### src/rtl/cp0_except_commit.sv
// CP0 register file with exception/ERET commit, MTC0/MFC0 access,
// Count/Compare timer and interrupt pending/mask logic.
module cp0_except_commit (
    input  logic        clk,
    input  logic        rst,
    input  logic        exc_flush,
    input  logic        exc_eret,
    input  logic [4:0]  exc_code,
    input  logic [31:0] exc_cur_pc,
    input  logic [31:0] exc_extra,
    input  logic        exc_delayslot,
    input  logic        cp0_we,
    input  logic [4:0]  cp0_waddr,
    input  logic [2:0]  cp0_wsel,
    input  logic [31:0] cp0_wdata,
    input  logic [4:0]  cp0_raddr,
    input  logic [2:0]  cp0_rsel,
    output logic [31:0] cp0_rdata,
    input  logic [5:0]  hw_int,
    output logic [31:0] status,
    output logic [31:0] cause,
    output logic [31:0] epc,
    output logic [31:0] ebase,
    output logic [31:0] error_epc,
    output logic [31:0] badvaddr,
    output logic [31:0] entryhi,
    output logic [31:0] count,
    output logic [31:0] compare,
    output logic [7:0]  interrupt_flag,
    output logic        timer_int
);

    localparam int unsigned XLEN = 32;
    localparam int unsigned KEY_W = 8;

    // {addr, sel} register keys
    localparam logic [KEY_W-1:0] KEY_BADVADDR = {5'd8, 3'd0};
    localparam logic [KEY_W-1:0] KEY_COUNT    = {5'd9, 3'd0};
    localparam logic [KEY_W-1:0] KEY_ENTRYHI  = {5'd10, 3'd0};
    localparam logic [KEY_W-1:0] KEY_COMPARE  = {5'd11, 3'd0};
    localparam logic [KEY_W-1:0] KEY_STATUS   = {5'd12, 3'd0};
    localparam logic [KEY_W-1:0] KEY_CAUSE    = {5'd13, 3'd0};
    localparam logic [KEY_W-1:0] KEY_EPC      = {5'd14, 3'd0};
    localparam logic [KEY_W-1:0] KEY_PRID     = {5'd15, 3'd0};
    localparam logic [KEY_W-1:0] KEY_EBASE    = {5'd15, 3'd1};
    localparam logic [KEY_W-1:0] KEY_ERROREPC = {5'd30, 3'd0};

    localparam logic [XLEN-1:0] PRID_VAL     = 32'h0001_8000;
    localparam logic [XLEN-1:0] STATUS_RST   = 32'h0040_0004;
    localparam logic [XLEN-1:0] EBASE_RST    = 32'h8000_0000;

    localparam logic [XLEN-1:0] MASK_STATUS  = 32'h1040_FF07;
    localparam logic [XLEN-1:0] MASK_CAUSE   = 32'h0080_0300;
    localparam logic [XLEN-1:0] MASK_EBASE   = 32'h3FFF_F000;
    localparam logic [XLEN-1:0] MASK_ENTRYHI = 32'hFFFF_E0FF;
    localparam logic [XLEN-1:0] MASK_FULL    = 32'hFFFF_FFFF;

    localparam int unsigned ST_IE  = 0;
    localparam int unsigned ST_EXL = 1;
    localparam int unsigned ST_ERL = 2;
    localparam int unsigned CA_TI  = 30;
    localparam int unsigned CA_BD  = 31;

    localparam logic [4:0] EXC_MOD  = 5'd1;
    localparam logic [4:0] EXC_TLBS = 5'd3;
    localparam logic [4:0] EXC_ADES = 5'd5;
    localparam logic [4:0] EXC_CPU  = 5'd11;

    logic [XLEN-1:0] status_q,   status_d;
    logic [XLEN-1:0] cause_q,    cause_d;
    logic [XLEN-1:0] epc_q,      epc_d;
    logic [XLEN-1:0] ebase_q,    ebase_d;
    logic [XLEN-1:0] error_epc_q, error_epc_d;
    logic [XLEN-1:0] badvaddr_q, badvaddr_d;
    logic [XLEN-1:0] entryhi_q,  entryhi_d;
    logic [XLEN-1:0] count_q,    count_d;
    logic [XLEN-1:0] compare_q,  compare_d;
    logic            toggle_q,   toggle_d;

    logic [KEY_W-1:0] wr_key;
    logic [KEY_W-1:0] rd_key;
    logic             wr_en;
    logic [XLEN-1:0]  wr_mask;
    logic [XLEN-1:0]  rd_mask;
    logic [XLEN-1:0]  rd_val;

    // MTC0-writable bit mask for a register key; zero for read-only/unmapped
    function automatic logic [XLEN-1:0] wmask(input logic [KEY_W-1:0] key);
        logic [XLEN-1:0] m;
        m = '0;
        case (key)
            KEY_COUNT:    m = MASK_FULL;
            KEY_ENTRYHI:  m = MASK_ENTRYHI;
            KEY_COMPARE:  m = MASK_FULL;
            KEY_STATUS:   m = MASK_STATUS;
            KEY_CAUSE:    m = MASK_CAUSE;
            KEY_EPC:      m = MASK_FULL;
            KEY_EBASE:    m = MASK_EBASE;
            KEY_ERROREPC: m = MASK_FULL;
            default:      m = '0;
        endcase
        return m;
    endfunction

    assign wr_key  = {cp0_waddr, cp0_wsel};
    assign rd_key  = {cp0_raddr, cp0_rsel};
    assign wr_en   = cp0_we & ~exc_flush;
    assign wr_mask = wmask(wr_key);
    assign rd_mask = wmask(rd_key);

    // MFC0 read mux with same-cycle MTC0 bypass (suppressed on flush)
    always_comb begin
        rd_val = '0;
        case (rd_key)
            KEY_BADVADDR: rd_val = badvaddr_q;
            KEY_COUNT:    rd_val = count_q;
            KEY_ENTRYHI:  rd_val = entryhi_q;
            KEY_COMPARE:  rd_val = compare_q;
            KEY_STATUS:   rd_val = status_q;
            KEY_CAUSE:    rd_val = cause_q;
            KEY_EPC:      rd_val = epc_q;
            KEY_PRID:     rd_val = PRID_VAL;
            KEY_EBASE:    rd_val = ebase_q;
            KEY_ERROREPC: rd_val = error_epc_q;
            default:      rd_val = '0;
        endcase
        cp0_rdata = rd_val;
        if (wr_en && (wr_key == rd_key)) begin
            cp0_rdata = (rd_val & ~rd_mask) | (cp0_wdata & rd_mask);
        end
    end

    // Next-state: timer, interrupt sampling, MTC0 writes, exception/ERET commit
    always_comb begin
        status_d    = status_q;
        cause_d     = cause_q;
        epc_d       = epc_q;
        ebase_d     = ebase_q;
        error_epc_d = error_epc_q;
        badvaddr_d  = badvaddr_q;
        entryhi_d   = entryhi_q;
        count_d     = count_q + XLEN'(toggle_q);
        compare_d   = compare_q;
        toggle_d    = ~toggle_q;

        // hardware interrupt lines, IP7 shared with the timer
        cause_d[15:10] = {hw_int[5] | cause_q[CA_TI], hw_int[4:0]};

        // Compare write clears TI and takes priority over a match
        if (wr_en && (wr_key == KEY_COMPARE)) begin
            cause_d[CA_TI] = 1'b0;
        end else if (count_q == compare_q) begin
            cause_d[CA_TI] = 1'b1;
        end

        if (wr_en) begin
            case (wr_key)
                KEY_COUNT: begin
                    count_d  = cp0_wdata;
                    toggle_d = 1'b0;
                end
                KEY_COMPARE:  compare_d   = cp0_wdata;
                KEY_STATUS:   status_d    = (status_q & ~wr_mask) | (cp0_wdata & wr_mask);
                KEY_CAUSE:    cause_d     = (cause_d & ~wr_mask) | (cp0_wdata & wr_mask);
                KEY_EPC:      epc_d       = cp0_wdata;
                KEY_EBASE:    ebase_d     = (ebase_q & ~wr_mask) | (cp0_wdata & wr_mask);
                KEY_ERROREPC: error_epc_d = cp0_wdata;
                KEY_ENTRYHI:  entryhi_d   = (entryhi_q & ~wr_mask) | (cp0_wdata & wr_mask);
                default: ;
            endcase
        end

        if (exc_flush) begin
            if (exc_eret) begin
                if (status_q[ST_ERL]) begin
                    status_d[ST_ERL] = 1'b0;
                end else begin
                    status_d[ST_EXL] = 1'b0;
                end
            end else begin
                status_d[ST_EXL] = 1'b1;
                cause_d[6:2]     = exc_code;
                // nested exceptions keep the original return point
                if (!status_q[ST_EXL]) begin
                    epc_d          = exc_delayslot ? (exc_cur_pc - 32'd4) : exc_cur_pc;
                    cause_d[CA_BD] = exc_delayslot;
                end
                if ((exc_code >= EXC_MOD) && (exc_code <= EXC_ADES)) begin
                    badvaddr_d = exc_extra;
                end
                if ((exc_code >= EXC_MOD) && (exc_code <= EXC_TLBS)) begin
                    entryhi_d[31:13] = exc_extra[31:13];
                end
                if (exc_code == EXC_CPU) begin
                    cause_d[29:28] = exc_extra[1:0];
                end
            end
        end
    end

    // State registers with synchronous reset
    always_ff @(posedge clk) begin
        if (rst) begin
            status_q    <= STATUS_RST;
            cause_q     <= '0;
            epc_q       <= '0;
            ebase_q     <= EBASE_RST;
            error_epc_q <= '0;
            badvaddr_q  <= '0;
            entryhi_q   <= '0;
            count_q     <= '0;
            compare_q   <= '0;
            toggle_q    <= 1'b0;
        end else begin
            status_q    <= status_d;
            cause_q     <= cause_d;
            epc_q       <= epc_d;
            ebase_q     <= ebase_d;
            error_epc_q <= error_epc_d;
            badvaddr_q  <= badvaddr_d;
            entryhi_q   <= entryhi_d;
            count_q     <= count_d;
            compare_q   <= compare_d;
            toggle_q    <= toggle_d;
        end
    end

    assign status         = status_q;
    assign cause          = cause_q;
    assign epc            = epc_q;
    assign ebase          = ebase_q;
    assign error_epc      = error_epc_q;
    assign badvaddr       = badvaddr_q;
    assign entryhi        = entryhi_q;
    assign count          = count_q;
    assign compare        = compare_q;
    assign interrupt_flag = cause_q[15:8] & status_q[15:8];
    assign timer_int      = cause_q[CA_TI];

    logic unused_ie;
    assign unused_ie = status_q[ST_IE];

endmodule
### config.mk
export PLATFORM = sky130hd
export DESIGN_NAME = cp0_except_commit
export DESIGN_NICKNAME = d
export VERILOG_FILES = /design/src/rtl/cp0_except_commit.sv
export SDC_FILE = /design/constraint.sdc
export NUM_CORES = 1
export LEC_CHECK = 0
export ABC_CLOCK_PERIOD_IN_PS = 3100
export BUFFER_PORTS_ARGS = -buffer_cell sky130_fd_sc_hd__buf_2
export CAP_MARGIN = 20
export CORE_ASPECT_RATIO = 0.6
export CORE_MARGIN = 4
export CORE_UTILIZATION = 35
export DETAILED_ROUTE_END_ITERATION = 12
export SETUP_SLACK_MARGIN = 0.1
export SYNTH_ARGS = -nofsm -noshare
export SYNTH_HDL_FRONTEND = slang
export SYNTH_SLANG_ARGS = --single-unit
### constraint.sdc
create_clock -name clk -period 3.1 [get_ports clk]
set_input_delay 0.62 -clock clk [delete_from_list [all_inputs] [get_ports clk]]
set_output_delay 0.62 -clock clk [all_outputs]
set_load 0.01 [all_outputs]
==> report_table.html, run 1 <==
<table>
<tr><th>Metric</th><th>Value</th></tr>
<tr><th colspan="2">Clocking</th></tr>
<tr><td>Clock buffer count from CTS</td><td>29</td></tr>
<tr><td>Number of sinks handled by clock tree synthesis</td><td>289</td></tr>
<tr><td>H-tree levels</td><td>1</td></tr>
<tr><td>Root buffer cell</td><td>sky130_fd_sc_hd__clkbuf_16</td></tr>
<tr><td>TritonCTS clock tree</td><td>built</td></tr>
<tr><td>Clock Path Buffers</td><td>3</td></tr>
<tr><td>Clock transition at path regs</td><td>70 ps</td></tr>
<tr><td>Number of buffers inserted for hold repair after clock tree synthesis</td><td>0</td></tr>
<tr><td>Worst skew pair latency</td><td>590 ps</td></tr>
<tr><th colspan="2">Synthesis</th></tr>
<tr><td>Synthesized flop and latch total</td><td>289</td></tr>
<tr><td>Post-synthesis instance area</td><td>14,670 um^2</td></tr>
<tr><td>Cells taking the most area after synthesis</td><td>sky130_fd_sc_hd__dfxtp_1, sky130_fd_sc_hd__mux2i_1, sky130_fd_sc_hd__nand2_1</td></tr>
<tr><td>Yosys top cell area share</td><td>0.3943</td></tr>
<tr><td>Number of enable-type register cells in the synthesized netlist</td><td>0</td></tr>
<tr><td>Net count after synthesis</td><td>1,900</td></tr>
<tr><td>Synth Flop Type</td><td>sky130_fd_sc_hd__dfxtp_1</td></tr>
<tr><td>Synth warn</td><td>0</td></tr>
<tr><td>Synthesized netlist cell count</td><td>1,768</td></tr>
<tr><td>Syn_area_per_cell</td><td>8.300 um^2</td></tr>
<tr><td>Async set-or-reset flop fraction in the synthesized netlist</td><td>0</td></tr>
<tr><td>Synth cell types</td><td>69</td></tr>
<tr><td>Cell taking the most area after synthesis</td><td>sky130_fd_sc_hd__dfxtp_1</td></tr>
<tr><td>Sequential element share of the synthesized area</td><td>0.3943</td></tr>
<tr><th colspan="2">Pwr</th></tr>
<tr><td>P per Cell Area</td><td>408.7 nW/um^2</td></tr>
<tr><td>Final total power</td><td>0.008388 W</td></tr>
<tr><td>Maximum ir drop on the vdd rail</td><td>0.0003409 V</td></tr>
<tr><td>Leakage component of the power</td><td>9.146 nW</td></tr>
<tr><th colspan="2">STA</th></tr>
<tr><td>Min Tclk post-route</td><td>3135 ps</td></tr>
<tr><td>Setup WS post-layout</td><td>-34.87 ps</td></tr>
<tr><td>Final Hold Viols</td><td>0</td></tr>
<tr><td>Fmax</td><td>around 0.32 GHz</td></tr>
<tr><td>Max-slew violation count</td><td>0</td></tr>
<tr><td>Slew at the pin closest to its max-slew limit</td><td>between 700 and 800 ps</td></tr>
<tr><td>Tcrit/Tclk final</td><td>1.011</td></tr>
<tr><td>Tightest slew margin relative to the limit</td><td>0.4692</td></tr>
<tr><td>RSZ-0062 raised after global routing</td><td>true</td></tr>
<tr><td>Endpoints failing setup</td><td>1</td></tr>
<tr><td>Fin Clk Skew</td><td>29.76 ps</td></tr>
<tr><th colspan="2">Placed design</th></tr>
<tr><td>Detailed-placement wirelength estimate</td><td>~58,000 um</td></tr>
<tr><td>Buffers on Ports</td><td>457</td></tr>
<tr><td>Weighted congestion reported at the end of routability-driven placement</td><td>roughly 0.98</td></tr>
<tr><td>Area of placed instances</td><td>18,570 um^2</td></tr>
<tr><th colspan="2">Cells and area</th></tr>
<tr><td>Post-route cell area</td><td>20,520 um^2</td></tr>
<tr><td>Number of nets in the finished design</td><td>2,430</td></tr>
<tr><td>Antenna cells</td><td>0</td></tr>
<tr><td>Count of fill cells added during filler insertion</td><td>about 4,000</td></tr>
<tr><td>Layout cells sized above 1</td><td>0.3435</td></tr>
<tr><td>Area Growth Syn to Fin</td><td>39.86%</td></tr>
<tr><th colspan="2">Global route</th></tr>
<tr><td>Global-route total usage across every layer</td><td>0.3138</td></tr>
<tr><td>Vias in the first global route</td><td>15,320</td></tr>
<tr><td>Antenna violations before repair</td><td>0</td></tr>
<tr><td>Maximum number of pins on one net before global-route repair</td><td>a little over 80</td></tr>
<tr><td>Total congestion overflow</td><td>0</td></tr>
<tr><td>First-pass GRT wire length</td><td>107,200 um</td></tr>
<tr><th colspan="2">Floorplan</th></tr>
<tr><td>Rows</td><td>57</td></tr>
<tr><td>Floorplan die height</td><td>166.6 um</td></tr>
<tr><td>Area inside the core boundary</td><td>40,940 um^2</td></tr>
<tr><td>Initial cell density of the core</td><td>0.3585</td></tr>
<tr><td>Die area</td><td>~45,000 um^2</td></tr>
<tr><td>Number of I/O pins</td><td>between 400 and 500</td></tr>
<tr><td>Die Wd</td><td>272.3 um</td></tr>
<tr><th colspan="2">Critical path</th></tr>
<tr><td>Critical path cell sequence</td><td>buf_12 &gt; buf_12 &gt; nor4bb_4 &gt; buf_4 &gt; buf_12 &gt; buf_12 &gt; a22o_1 &gt; a222oi_1 &gt; o2111a_1 &gt; a21oi_2 &gt; buf_2</td></tr>
<tr><td>Most numerous cell on the critical path</td><td>sky130_fd_sc_hd__buf_12</td></tr>
<tr><td>CP endpoint kind</td><td>output pin</td></tr>
<tr><td>Worst path max stage delay</td><td>about 380 ps</td></tr>
<tr><td>Category of the critical setup timing path</td><td>in -&gt; out</td></tr>
<tr><td>Crit-path slowest cell</td><td>sky130_fd_sc_hd__a222oi_1</td></tr>
<tr><td>Critical path data required time</td><td>2480 ps</td></tr>
<tr><td>R2R setup slack</td><td>630 ps</td></tr>
<tr><td>Highest fanout seen on the critical path</td><td>7</td></tr>
<tr><td>Startpoint type of the worst setup path</td><td>input port</td></tr>
<tr><td>Endpoint arrival time on the critical path</td><td>2510 ps</td></tr>
<tr><th colspan="2">Route</th></tr>
<tr><td>DR WL/cell</td><td>26.35 um</td></tr>
<tr><td>Number of vias after detailed routing</td><td>16,100</td></tr>
<tr><td>Vias per std cell</td><td>5.597</td></tr>
<tr><td>Number of design rule violations left after detail routing</td><td>0</td></tr>
<tr><td>Drt initial violations</td><td>1,558</td></tr>
<tr><td>Total wire length after detailed routing</td><td>between 70,000 and 80,000 um</td></tr>
<tr><td>Number of detailed-route iterations in the first pass</td><td>6</td></tr>
<tr><td>Number of antenna-violating nets in the routed design</td><td>0</td></tr>
<tr><th colspan="2">Status</th></tr>
<tr><td>Outcome</td><td>finished with violations</td></tr>
<tr><td>Failing checks</td><td>negative setup slack</td></tr>
<tr><th colspan="2">Hold path</th></tr>
<tr><td>Min-delay worst type</td><td>in -&gt; reg</td></tr>
<tr><th colspan="2">Flow run</th></tr>
<tr><td>Number of max-capacitance violations reported</td><td>0</td></tr>
</table>
==> cells by family (layout without fill, tap and decap cells) <==
logic type,Yosys count,after routing,share of synthesized area
DFF,289,289,0.3943
and+or+nand+nor,682,682,0.2186
muxes,168,168,0.1155
buffers and inverters,155,704,0.04169
AOI/OAI and AO/OA,374,374,0.1694
adders and majority gates,3,3,0.002558
xor gates and xnor gates,97,97,0.05790
==> layer usage <==
layer | routed length [um] | vias up | global-route usage
li1 | - | 7339 | -
met4 | 2435 | 0 | 0.09034
met2 | 34250 | 807 | 0.5020
met3 | 7298 | 114 | 0.07823
met5 | 0 | - | 0
met1 | 31830 | 7842 | 0.4219
==> path summary, 6_finish.rpt <==
kind	to	from	cells after the start
worst max-delay path	cp0_rdata[1]	cp0_raddr[1]	11
worst min-delay path	cause[15]$_SDFF_PP0_	hw_int[5]	3
worst max register to register	count[26]$_SDFF_PP0_	count[0]$_SDFF_PP0_	7
worst min register to register	toggle_q$_SDFF_PP0_	toggle_q$_SDFF_PP0_	1
==> cells in the mapped netlist, types with 3 or more instances <==
library cell and count:
sky130_fd_sc_hd__nand3_1 35, sky130_fd_sc_hd__buf_1 9, sky130_fd_sc_hd__o21ai_0 35, sky130_fd_sc_hd__a211o_1 4, sky130_fd_sc_hd__nor3_1 35, sky130_fd_sc_hd__o211ai_1 3, sky130_fd_sc_hd__a21oi_1 129, sky130_fd_sc_hd__a2111oi_0 4
sky130_fd_sc_hd__and3_1 13, sky130_fd_sc_hd__nor4_1 12, sky130_fd_sc_hd__nor4bb_1 5, sky130_fd_sc_hd__nand4b_1 3, sky130_fd_sc_hd__o21a_1 7, sky130_fd_sc_hd__xnor2_1 69, sky130_fd_sc_hd__nor2_1 213, sky130_fd_sc_hd__o31ai_1 3
sky130_fd_sc_hd__nor3b_1 5, sky130_fd_sc_hd__inv_1 9, sky130_fd_sc_hd__nor2b_1 63, sky130_fd_sc_hd__ha_1 3, sky130_fd_sc_hd__clkbuf_1 115, sky130_fd_sc_hd__xor2_1 28, sky130_fd_sc_hd__and4_1 5, sky130_fd_sc_hd__a22o_1 9
sky130_fd_sc_hd__a222oi_1 11, sky130_fd_sc_hd__dfxtp_1 289, sky130_fd_sc_hd__and2_1 14, sky130_fd_sc_hd__a211oi_1 70, sky130_fd_sc_hd__nand2b_1 10, sky130_fd_sc_hd__or3_1 6, sky130_fd_sc_hd__buf_2 20, sky130_fd_sc_hd__or2_2 6
sky130_fd_sc_hd__o22ai_1 11, sky130_fd_sc_hd__a22oi_1 36, sky130_fd_sc_hd__a311oi_1 3, sky130_fd_sc_hd__o31a_1 3, sky130_fd_sc_hd__a221oi_1 12, sky130_fd_sc_hd__a21o_1 7, sky130_fd_sc_hd__mux2_2 11, sky130_fd_sc_hd__a221o_1 3
sky130_fd_sc_hd__a31oi_1 6, sky130_fd_sc_hd__nand4_1 19, sky130_fd_sc_hd__nand2_1 221, sky130_fd_sc_hd__mux2i_1 157, sky130_fd_sc_hd__a32oi_1 5
==> power breakdown <==
group	switching [W]	internal, W	total, W
clock network	0.00160	0.00196	0.00356
registers	0.0000784	0.00377	0.00385
logic	0.000582	0.000400	0.000982
total	0.00226	0.00613	0.00839
==> placed cells by master (no fill, tap or decap), types with 60 or more instances in the layout <==
cell type                  synthesis  routed
sky130_fd_sc_hd__buf_2            20     444
sky130_fd_sc_hd__dfxtp_1         289     289
sky130_fd_sc_hd__nand2_1         221     211
sky130_fd_sc_hd__nor2_1          213     209
sky130_fd_sc_hd__mux2i_1         157     154
sky130_fd_sc_hd__buf_4             1     145
sky130_fd_sc_hd__a21oi_1         129     120
sky130_fd_sc_hd__a211oi_1         70      70
sky130_fd_sc_hd__xnor2_1          69      64
sky130_fd_sc_hd__nor2b_1          63      60
==> worst max-delay path, delay by kind of cell <==
| kind | cells | cell delay [ps] |
|---|---|---|
| AOI/OAI and AO/OA | 4 | 890 |
| buffers and inverters | 6 | 840 |
| and+or+nand+nor | 1 | 150 |
==> what timing repair did <==
action                     in CTS  in global routing
pin swaps                      14                 40
gates resized for setup        71                 86
setup endpoints to repair      32                 32
hold endpoints to repair        0                  0
gates cloned                    2                  4
buffers inserted               16                 10
==> through the flow <==
stage	cells	hold slack [ps]	worst slack, ps	TNS, ps	utilization
after floorplan	1768	405.7	98.92	0	-
after detailed placement	2795	422.7	-334.3	-2680	0.4536
after global routing	2877	254.2	-49.34	-307.3	0.5013
final	2877	245.2	-34.87	-34.87	0.5013
after global placement	2795	417.7	-422.1	-2999	0.4536
after CTS	2863	230.6	0.5398	0	0.4882
==> layout make-up <==
cell class	count	area, um^2	area share
tap	560	700.7	0.03414
sequential	289	5786	0.2819
inverter	9	33.78	0.001646
clock inverter	13	132.6	0.006462
timing repair buffer	645	4275	0.2083
clock buffer	37	785.8	0.03829
multi-input combinational	1324	8810	0.4293
(Power assumes the default switching activity.)
==> run 2, diff against run 1 <==
CORE_ASPECT_RATIO = 0.7   (was 0.6)
==> report_table.html, run 2 (synthesis gave the netlist of run 1 again) <==
<table>
<tr><th>Metric</th><th>Value</th></tr>
<tr><th colspan="2">Clocking</th></tr>
<tr><td>Worst skew pair latency</td><td>530 ps (-60 ps)</td></tr>
<tr><td>Clock Path Buffers</td><td>3 (unchanged)</td></tr>
<tr><td>Number of sinks handled by clock tree synthesis</td><td>289 (unchanged)</td></tr>
<tr><td>H-tree levels</td><td>2 (+1)</td></tr>
<tr><td>Number of buffers inserted for hold repair after clock tree synthesis</td><td>0 (unchanged)</td></tr>
<tr><td>Clock transition at path regs</td><td>60 ps (about the same)</td></tr>
<tr><td>Root buffer cell</td><td>sky130_fd_sc_hd__clkbuf_16</td></tr>
<tr><td>Clock buffer count from CTS</td><td>34 (+17%)</td></tr>
<tr><td>TritonCTS clock tree</td><td>built</td></tr>
<tr><th colspan="2">Floorplan</th></tr>
<tr><td>Floorplan die height</td><td>179.3 um (+7.6%)</td></tr>
<tr><td>Die area</td><td>45,320 um^2 (-0.12%)</td></tr>
<tr><td>Initial cell density of the core</td><td>0.3562 (-0.002221)</td></tr>
<tr><td>Rows</td><td>62 (+8.8%)</td></tr>
<tr><td>Die Wd</td><td>252.7 um (-7.2%)</td></tr>
<tr><td>Number of I/O pins</td><td>458 (unchanged)</td></tr>
<tr><td>Area inside the core boundary</td><td>41,190 um^2 (+0.62%)</td></tr>
<tr><th colspan="2">Placed design</th></tr>
<tr><td>Detailed-placement wirelength estimate</td><td>61,270 um (+4.8%)</td></tr>
<tr><td>Weighted congestion reported at the end of routability-driven placement</td><td>0.9829 (+0.42%)</td></tr>
<tr><td>Buffers on Ports</td><td>457 (unchanged)</td></tr>
<tr><td>Dpl ws</td><td>-206.0 ps (+128.2 ps)</td></tr>
<tr><th colspan="2">STA</th></tr>
<tr><td>Tcrit/Tclk final</td><td>0.9914 (-0.01984)</td></tr>
<tr><td>Min Tclk post-route</td><td>3073 ps (-61.49 ps)</td></tr>
<tr><td>RSZ-0062 raised after global routing</td><td>true</td></tr>
<tr><td>Endpoints failing setup</td><td>0 (-1)</td></tr>
<tr><td>Setup WS post-layout</td><td>26.62 ps (+61.49 ps)</td></tr>
<tr><td>Fmax</td><td>0.3254 GHz (+2.0%)</td></tr>
<tr><td>Fin Clk Skew</td><td>10.06 ps (-19.69 ps)</td></tr>
<tr><td>Slew at the pin closest to its max-slew limit</td><td>774.5 ps (-16.10 ps)</td></tr>
<tr><td>Max-slew violation count</td><td>0 (unchanged)</td></tr>
<tr><td>Final Hold Viols</td><td>0 (unchanged)</td></tr>
<tr><td>Tightest slew margin relative to the limit</td><td>0.4837 (+0.01452)</td></tr>
<tr><td>Sum Neg Setup Slack</td><td>0 ps (+34.87 ps)</td></tr>
<tr><th colspan="2">Flow run</th></tr>
<tr><td>Number of max-capacitance violations reported</td><td>0 (unchanged)</td></tr>
<tr><th colspan="2">Cells and area</th></tr>
<tr><td>Footprint of the multi-input gates</td><td>8966 um^2 (+1.8%)</td></tr>
<tr><td>Final cell utilization of the core</td><td>0.5063 (+0.004973)</td></tr>
<tr><td>Highest-count cells in the layout ignoring fill and taps</td><td>sky130_fd_sc_hd__buf_2, sky130_fd_sc_hd__dfxtp_1, sky130_fd_sc_hd__nand2_1, sky130_fd_sc_hd__nor2_1, sky130_fd_sc_hd__mux2i_1</td></tr>
<tr><td>Count of fill cells added during filler insertion</td><td>4,024 (-0.32%)</td></tr>
<tr><td>Number of nets in the finished design</td><td>2,440 (+0.41%)</td></tr>
<tr><td>Footprint of the flip-flops and latches</td><td>5786 um^2 (unchanged)</td></tr>
<tr><td>Layout cells sized above 1</td><td>0.3564 (+0.01283)</td></tr>
<tr><td>Leading cell type in the layout, fill and taps excluded</td><td>sky130_fd_sc_hd__buf_2</td></tr>
<tr><td>Area Growth Syn to Fin</td><td>42.13%</td></tr>
<tr><th colspan="2">Route</th></tr>
<tr><td>Total wire length after detailed routing</td><td>78,590 um (+3.7%)</td></tr>
<tr><td>Number of design rule violations left after detail routing</td><td>0 (unchanged)</td></tr>
<tr><td>Number of detailed-route iterations in the first pass</td><td>6 (unchanged)</td></tr>
<tr><td>Vias per std cell</td><td>5.763 (+3.0%)</td></tr>
<tr><td>DR WL/cell</td><td>27.34 um (+3.8%)</td></tr>
<tr><td>Number of antenna-violating nets in the routed design</td><td>0 (unchanged)</td></tr>
<tr><td>Number of vias after detailed routing</td><td>16,560 (+2.9%)</td></tr>
<tr><td>Drt initial violations</td><td>1,973 (+27%)</td></tr>
<tr><th colspan="2">Critical path</th></tr>
<tr><td>Highest fanout seen on the critical path</td><td>5 (-2)</td></tr>
<tr><td>Endpoint arrival time on the critical path</td><td>2450 ps (-60 ps)</td></tr>
<tr><td>CP endpoint kind</td><td>output pin</td></tr>
<tr><td>Category of the critical setup timing path</td><td>in -&gt; out</td></tr>
<tr><td>Startpoint type of the worst setup path</td><td>input port</td></tr>
<tr><td>Critical path data required time</td><td>2480 ps (about the same)</td></tr>
<tr><th colspan="2">Global route</th></tr>
<tr><td>Total congestion overflow</td><td>0 (unchanged)</td></tr>
<tr><td>First-pass GRT wire length</td><td>109,500 um (+2.1%)</td></tr>
<tr><td>Vias in the first global route</td><td>15,410 (+0.55%)</td></tr>
<tr><td>Met1 GRT Util</td><td>0.4881 (+0.06627)</td></tr>
<tr><td>Met3 usage</td><td>0.08527 (+0.007038)</td></tr>
<tr><td>Antenna violations before repair</td><td>7 (+7)</td></tr>
<tr><td>Maximum number of pins on one net before global-route repair</td><td>86 (+4.9%)</td></tr>
<tr><td>Met2 layer usage reported by global route</td><td>0.4746 (-0.02748)</td></tr>
<tr><td>Global-route total usage across every layer</td><td>0.3277 (+0.01389)</td></tr>
<tr><td>Highest-utilization routing layer at the global route stage</td><td>met1</td></tr>
<tr><th colspan="2">Hold path</th></tr>
<tr><td>Min-delay worst type</td><td>in -&gt; reg</td></tr>
<tr><th colspan="2">Pwr</th></tr>
<tr><td>Leakage component of the power</td><td>9.290 nW (+1.6%)</td></tr>
<tr><td>P per Cell Area</td><td>439.2 nW/um^2 (+7.5%)</td></tr>
<tr><td>Maximum ir drop on the vdd rail</td><td>0.0002987 V (-12%)</td></tr>
<tr><th colspan="2">Status</th></tr>
<tr><td>Outcome</td><td>complete, no violations</td></tr>
</table>
-- run 2: area by class of cell --
class / instances / share of cell area
well taps: 544 / 0.03264
multi-input cells: 1324 / 0.4299
inverters: 9 / 0.001620
clock inverters: 15 / 0.01110
clock buffers: 42 / 0.04469
flip-flops and latches: 289 / 0.2774
diodes: 1 / 0.0001200
repair buffers: 650 / 0.2025
-- run 2: final timing paths --
| kind | from | end | slack, ps | cells after the start |
|---|---|---|---|---|
| worst min-delay path | hw_int[3] | cause[13]$_SDFF_PP0_ | 310 | 2 |
| worst max register to register | count[0]$_SDFF_PP0_ | count[26]$_SDFF_PP0_ | 810 | 7 |
| worst max-delay path | cp0_raddr[1] | cp0_rdata[20] | 30 | 11 |
| worst min register to register | toggle_q$_SDFF_PP0_ | toggle_q$_SDFF_PP0_ | 440 | 1 |
-- run 2: metal layers --
metal,part of all wire,vias up
met3,0.11,120
met2,0.42,971
li1,-,7349
met1,0.45,8110
met4,0.023,12
met5,0.0010,-
-- run 2: power by group --
group	switching, W	internal, W	total (W)	leakage, nW
Combinational	0.000607	0.000385	0.000992	6.38
Sequential	0.0000891	0.00377	0.00386	2.34
Clock	0.00168	0.00263	0.00431	0.574
Total	0.00237	0.00679	0.00916	9.29
-- run 2: timing repair --
| action | in CTS | in global routing |
|---|---|---|
| pin swaps | 25 | 44 |
| setup endpoints to repair | 32 | 32 |
| cloned | 1 | 1 |
| buffers inserted | 8 | 14 |
| resized for setup | 92 | 116 |
-- run 2: critical path, stage by stage --
cell and delay, ps:
sky130_fd_sc_hd__buf_12 120, sky130_fd_sc_hd__buf_4 150, sky130_fd_sc_hd__xnor2_1 200, sky130_fd_sc_hd__nand3_2 140, sky130_fd_sc_hd__buf_6 150, sky130_fd_sc_hd__a2111oi_4 320
sky130_fd_sc_hd__o21bai_4 260, sky130_fd_sc_hd__buf_12 170, sky130_fd_sc_hd__a21oi_4 30, sky130_fd_sc_hd__a21o_1 150, sky130_fd_sc_hd__buf_2 130
-- run 2: metrics by stage --
step	hold WS, ps	total power, W	cell area [um^2]	cells
finish	308.4	0.009161	20860	2874
global route	306.6	0.009391	20860	2874
CTS	297.2	0.009120	20220	2858
detailed placement	431.2	0.004811	18610	2792
global placement	415.3	0.004803	18610	2792
floorplan	405.7	0.004263	14690	1768
